### config.mk
export PLATFORM = sky130hd
export DESIGN_NAME = vga_digit_glyph
export DESIGN_NICKNAME = d
export VERILOG_FILES = /design/src/rtl/vga_digit_glyph.sv
export SDC_FILE = /design/constraint.sdc
export NUM_CORES = 1
export LEC_CHECK = 0
export CORE_MARGIN = 10
export CORE_UTILIZATION = 41
export CTS_CLUSTER_SIZE = 10
export DETAILED_ROUTE_END_ITERATION = 8
export PLACE_DENSITY = 0.76
export SYNTH_ARGS = -nofsm -noshare
export SYNTH_HDL_FRONTEND = slang
export SYNTH_SLANG_ARGS = --single-unit
### constraint.sdc
create_clock -name CLK_VGA -period 1.43 [get_ports CLK_VGA]
set_input_delay 0.286 -clock CLK_VGA [delete_from_list [all_inputs] [get_ports CLK_VGA]]
set_output_delay 0.286 -clock CLK_VGA [all_outputs]
set_load 0.03 [all_outputs]
### src/rtl/vga_digit_glyph.sv
// Seven-segment decimal digit overlay for a VGA raster, two-stage registered pixel flag.
// Optional blinking is compiled in by defining DIGIT_BLINK_EN.
module vga_digit_glyph #(
    parameter int START_X      = 85,
    parameter int START_Y      = 150,
    parameter int SEG_W        = 20,
    parameter int SEG_H        = 40,
    parameter int THICK        = 1,
    parameter int BLINK_PERIOD = 32
) (
    input  logic        CLK_VGA,
    input  logic        RST_N,
    input  logic [11:0] VGA_horzCoord,
    input  logic [11:0] VGA_vertCoord,
    input  logic [3:0]  DIGIT,
    input  logic        DIGIT_VALID,
    input  logic        BLINK,
    output logic        OUTPUT
);

    localparam logic [11:0] X0  = 12'(START_X);
    localparam logic [11:0] X0T = 12'(START_X + THICK);
    localparam logic [11:0] XR  = 12'(START_X + SEG_W);
    localparam logic [11:0] XRT = 12'(START_X + SEG_W + THICK);
    localparam logic [11:0] Y0  = 12'(START_Y);
    localparam logic [11:0] Y0T = 12'(START_Y + THICK);
    localparam logic [11:0] YM  = 12'(START_Y + SEG_H / 2);
    localparam logic [11:0] YMT = 12'(START_Y + SEG_H / 2 + THICK);
    localparam logic [11:0] YB  = 12'(START_Y + SEG_H);
    localparam logic [11:0] YBT = 12'(START_Y + SEG_H + THICK);

    // Segment order is {a,b,c,d,e,f,g}, MSB = a.
    function automatic logic [6:0] seg_decode(input logic [3:0] d);
        logic [6:0] segs;
        case (d)
            4'd0:    segs = 7'b1111110;
            4'd1:    segs = 7'b0110000;
            4'd2:    segs = 7'b1101101;
            4'd3:    segs = 7'b1111001;
            4'd4:    segs = 7'b0110011;
            4'd5:    segs = 7'b1011011;
            4'd6:    segs = 7'b1011111;
            4'd7:    segs = 7'b1110000;
            4'd8:    segs = 7'b1111111;
            4'd9:    segs = 7'b1111011;
            default: segs = 7'b0000000;
        endcase
        return segs;
    endfunction

    logic       frame_start;
    logic [3:0] pend;
    logic [3:0] active;
    logic       pend_flag;

    assign frame_start = (VGA_horzCoord == 12'd0) && (VGA_vertCoord == 12'd0);

    // NOTE: state registers use non-blocking assignments so every register samples
    // pre-edge values; blocking here would make ordering between blocks matter.
    always_ff @(posedge CLK_VGA or negedge RST_N) begin
        if (!RST_N) begin
            pend      <= 4'hF;
            pend_flag <= 1'b0;
            active    <= 4'hF;
        end else begin
            if (DIGIT_VALID)
                pend <= DIGIT;
            if (frame_start) begin
                // A strobe coinciding with frame start bypasses the pending slot.
                if (DIGIT_VALID)
                    active <= DIGIT;
                else if (pend_flag)
                    active <= pend;
                pend_flag <= 1'b0;
            end else if (DIGIT_VALID) begin
                pend_flag <= 1'b1;
            end
        end
    end

    logic       h_mid, col_l, col_r, rows_up, rows_lo;
    logic [6:0] hit_d;
    logic [6:0] hit_q;
    logic       blank_d;
    logic       blank_q;

    assign h_mid   = (VGA_horzCoord > X0) && (VGA_horzCoord < XR);
    assign col_l   = (VGA_horzCoord >= X0) && (VGA_horzCoord < X0T);
    assign col_r   = (VGA_horzCoord >= XR) && (VGA_horzCoord < XRT);
    assign rows_up = (VGA_vertCoord > Y0) && (VGA_vertCoord < YM);
    assign rows_lo = (VGA_vertCoord > YM) && (VGA_vertCoord < YB);

    assign hit_d[6] = h_mid && (VGA_vertCoord >= Y0) && (VGA_vertCoord < Y0T);
    assign hit_d[5] = col_r && rows_up;
    assign hit_d[4] = col_r && rows_lo;
    assign hit_d[3] = h_mid && (VGA_vertCoord >= YB) && (VGA_vertCoord < YBT);
    assign hit_d[2] = col_l && rows_lo;
    assign hit_d[1] = col_l && rows_up;
    assign hit_d[0] = h_mid && (VGA_vertCoord >= YM) && (VGA_vertCoord < YMT);

`ifdef DIGIT_BLINK_EN
    localparam int             CW       = (BLINK_PERIOD > 2) ? $clog2(BLINK_PERIOD) : 1;
    localparam logic [CW-1:0]  CNT_LAST = CW'(BLINK_PERIOD - 1);
    localparam logic [CW-1:0]  CNT_HALF = CW'(BLINK_PERIOD / 2);

    logic [CW-1:0] frame_cnt;

    always_ff @(posedge CLK_VGA or negedge RST_N) begin
        if (!RST_N)
            frame_cnt <= '0;
        else if (frame_start)
            frame_cnt <= (frame_cnt == CNT_LAST) ? '0 : frame_cnt + 1'b1;
    end

    assign blank_d = BLINK && (frame_cnt >= CNT_HALF);
`else
    logic unused_cfg;
    assign unused_cfg = BLINK ^ 1'(BLINK_PERIOD % 2);
    assign blank_d    = 1'b0;
`endif

    // Stage 1: region hits and blink gate; stage 2: decode against the active digit.
    always_ff @(posedge CLK_VGA or negedge RST_N) begin
        if (!RST_N) begin
            hit_q   <= '0;
            blank_q <= 1'b0;
            OUTPUT  <= 1'b0;
        end else begin
            hit_q   <= hit_d;
            blank_q <= blank_d;
            OUTPUT  <= (|(hit_q & seg_decode(active))) && !blank_q;
        end
    end

endmodule

==> metrics.txt, run 1 <==
status complete, but fails checks; violated checks negative setup slack; top_reg_cell synth dfrtp_1; placed cell area 1650 um^2; async set-or-reset flop fraction in the synthesized netlist 1.00; critical path class primary input to register; Pre-Repair DR Iteration Count 4; r2r setup slk -150 ps; Crit. End Element register; Iter 0 DRT Violations 40; layout cells sized above 1 0.520; final instance area roughly 1900 um^2; Die Wd 70.8 um; synth top area cells dfrtp_1 21%, dfstp_2 20%, mux2_2 8.5%; final routed DRC violation total 0; Sequential Area between 400 and 500 um^2; Max Slew Vio Count 0; Max clock buf depth 2; CTS tree yes; syn_nets 140; initial antenna violation count 0; first-pass GRT wire length between 5000 and 6000 um; GPL Wtd Cong between 0.9 and 1; Max Fclk ~530 MHz; EDFF count, synth 0; Antenna Nets Post-Route 0; final WL 3090 um; IO buf count 31; Syn-to-layout area delta 76.7%; GR Util All Layers 0.119; CP arrival 2080 ps; top cell type by total area after synthesis dfrtp_1; H-tree levels 1; core outline area 2480 um^2; Root Buffer clkbuf_4; hold violation count in the final report 0; Antenna Cells 0; leakage 0.828 nW; count of cell types in the netlist 41; Die Y 70.8 um; Worst R2R Path Depth 6; Critical-path top delay cell or4_4; Num CTS Buffers 3; max_slew headroom 0.727; mapped cell area roughly 1100 um^2; #FFs+latches synth 17; min Tclk post-route 1880 ps; RSZ-0062 raised after global routing yes; Crit path top cell by count or4_4; IO Pins 33; post-synth top area share 0.213; Fill cells 167; vias in the first global route between 1,000 and 1,500; # setup viols final 12; worst-margin pin slew ~410 ps; final net count 209; cells along the critical path buf_6, or4_4, or4_4, nor4_4, buf_4, mux2_4; worst path required time about 1600 ps; clock-pin slew on the worst setup and hold paths approximately 90 ps; r2r startpoint active[1]; vias per cell between 5 and 6; Worst setup SP type primary input; Max VDD drop approximately 0.33 mV; final setup margin -446 ps; grt ovf 0; fin crit share 1.31; multi-input logic area 777 um^2; Vias 1,068; FF-to-FF End OUTPUT; Synth Instances 103; biggest fanout along the worst timing path 4; DP Wirelength ~2400 um; peak per-stage delay on the critical path 520 ps; largest net degree at the start of global routing 18; setup_tns -3920 ps; max_cap viols 0; DIE AREA 5010 um^2; P per Cell Area 512 nW/um^2; Synth warnings 0; WL/cell 15.4 um; Core Rows 18; clock sink total 17; Final Skew between 1.5 and 2 ps; Starting Density 0.427; register area share after synthesis 0.412; Mean Syn Cell Area 10.3 um^2; Hold WC Path Type primary input to async pin; later-pin clock latency in the skew report 270 ps
[placed cells by master (no fill, tap or decap), types with 3 or more instances in the layout]
master	count
buf_4	31
clkdlybuf4s50_1	13
dfrtp_1	9
dfstp_2	8
nand2_1	7
buf_6	7
nor2b_1	5
dlymetal6s2s_1	5
dlygate4sd2_1	5
or4_4	4
mux2_2	4
mux2_4	4
nor3_1	3
o21ai_0	3
or3_4	3
clkbuf_4	3
[area by class of cell]
type,instances,share of cell area
inverter,3,0.00737
timing repair buffer,65,0.309
tap,30,0.0201
sequential,17,0.233
clock buffer,4,0.0141
multi-input combinational,82,0.416
[worst max path at each step]
stage / end / cells past startpoint / slack, ps / startpoint
floorplan: active[0] / 4 / -540 / VGA_vertCoord[11]
global placement: active[0] / 5 / -1000 / VGA_vertCoord[11]
detailed placement: active[3] / 5 / -1040 / VGA_vertCoord[11]
CTS: active[3] / 6 / -500 / VGA_horzCoord[7]
global route: active[1] / 6 / -450 / VGA_horzCoord[9]
finish: active[3] / 6 / -450 / VGA_horzCoord[9]
[stage by stage]
stage / instances / power (mW) / worst slack, ps / hold slack, ps / util
final: 201 / 0.956 / -446 / 334 / 0.754
after global routing: 201 / 1.02 / -453 / 328 / 0.754
after global placement: 190 / 0.713 / -998 / 496 / 0.668
after floorplan: 103 / 0.557 / -543 / -9.59 / -
after CTS: 199 / 0.961 / -497 / 343 / 0.711
after detailed placement: 190 / 0.722 / -1040 / 499 / 0.668
[what timing repair did]
item | in CTS | in global routing
hold buffers | 0 | 0
pin swaps | 14 | 17
endpoints found under the setup margin | 14 | 13
resized for setup | 45 | 26
setup buffers | 5 | 2
[sequential cells by signal (all words and copies together), names as in the netlist]
register and count:
hit_q 7, active 4, pend 4, OUTPUT 1, pend_flag 1
[power breakdown]
part	leakage, nW	switching [mW]	total (mW)	internal, mW
Clock	0.0150	0.127	0.235	0.108
Combinational	0.609	0.0845	0.218	0.134
Sequential	0.204	0.00296	0.503	0.500
[logic make-up after synthesis]
kind of cell,after synthesis,share of synthesized area
compound gates,24,0.162
mux,9,0.0947
flops,17,0.412
fa+ha+maj,5,0.0592
simple gates,44,0.258
buf+inv,4,0.0142
[layer usage]
metal  part of all wire  vias to the layer above  routed length, um  GRT usage
met5                  0                        -                  0          0
met4              0.026                        0                 80     0.0194
met3              0.075                        8                233     0.0460
met2               0.51                       40               1570      0.217
met1               0.39                      494               1200      0.129
li1                   -                      526                  -          -
[synth_stat cells (all sizes together) (2+ instances only)]
cell	count
nand2	7
mux2	8
a21oi	3
inv	3
o31ai	2
nor2	5
nor3	5
dfstp	8
o21a	2
ha	5
nor4	3
or3	3
dfrtp	9
o21ai	5
nand2b	2
nor2b	6
and3	2
or4	4
[worst max-delay path: cells and delay by family]
family	cells	cell delay [ps]
buf+inv	2	270
mux	1	300
simple gates	3	1230
(Power assumes the default switching activity.)
==> run 2, diff against run 1 <==
- CAP_MARGIN: default -> 20
==> results of run 2 <==
Same layout as run 1: the final DEF is identical, and so are final timing and power.
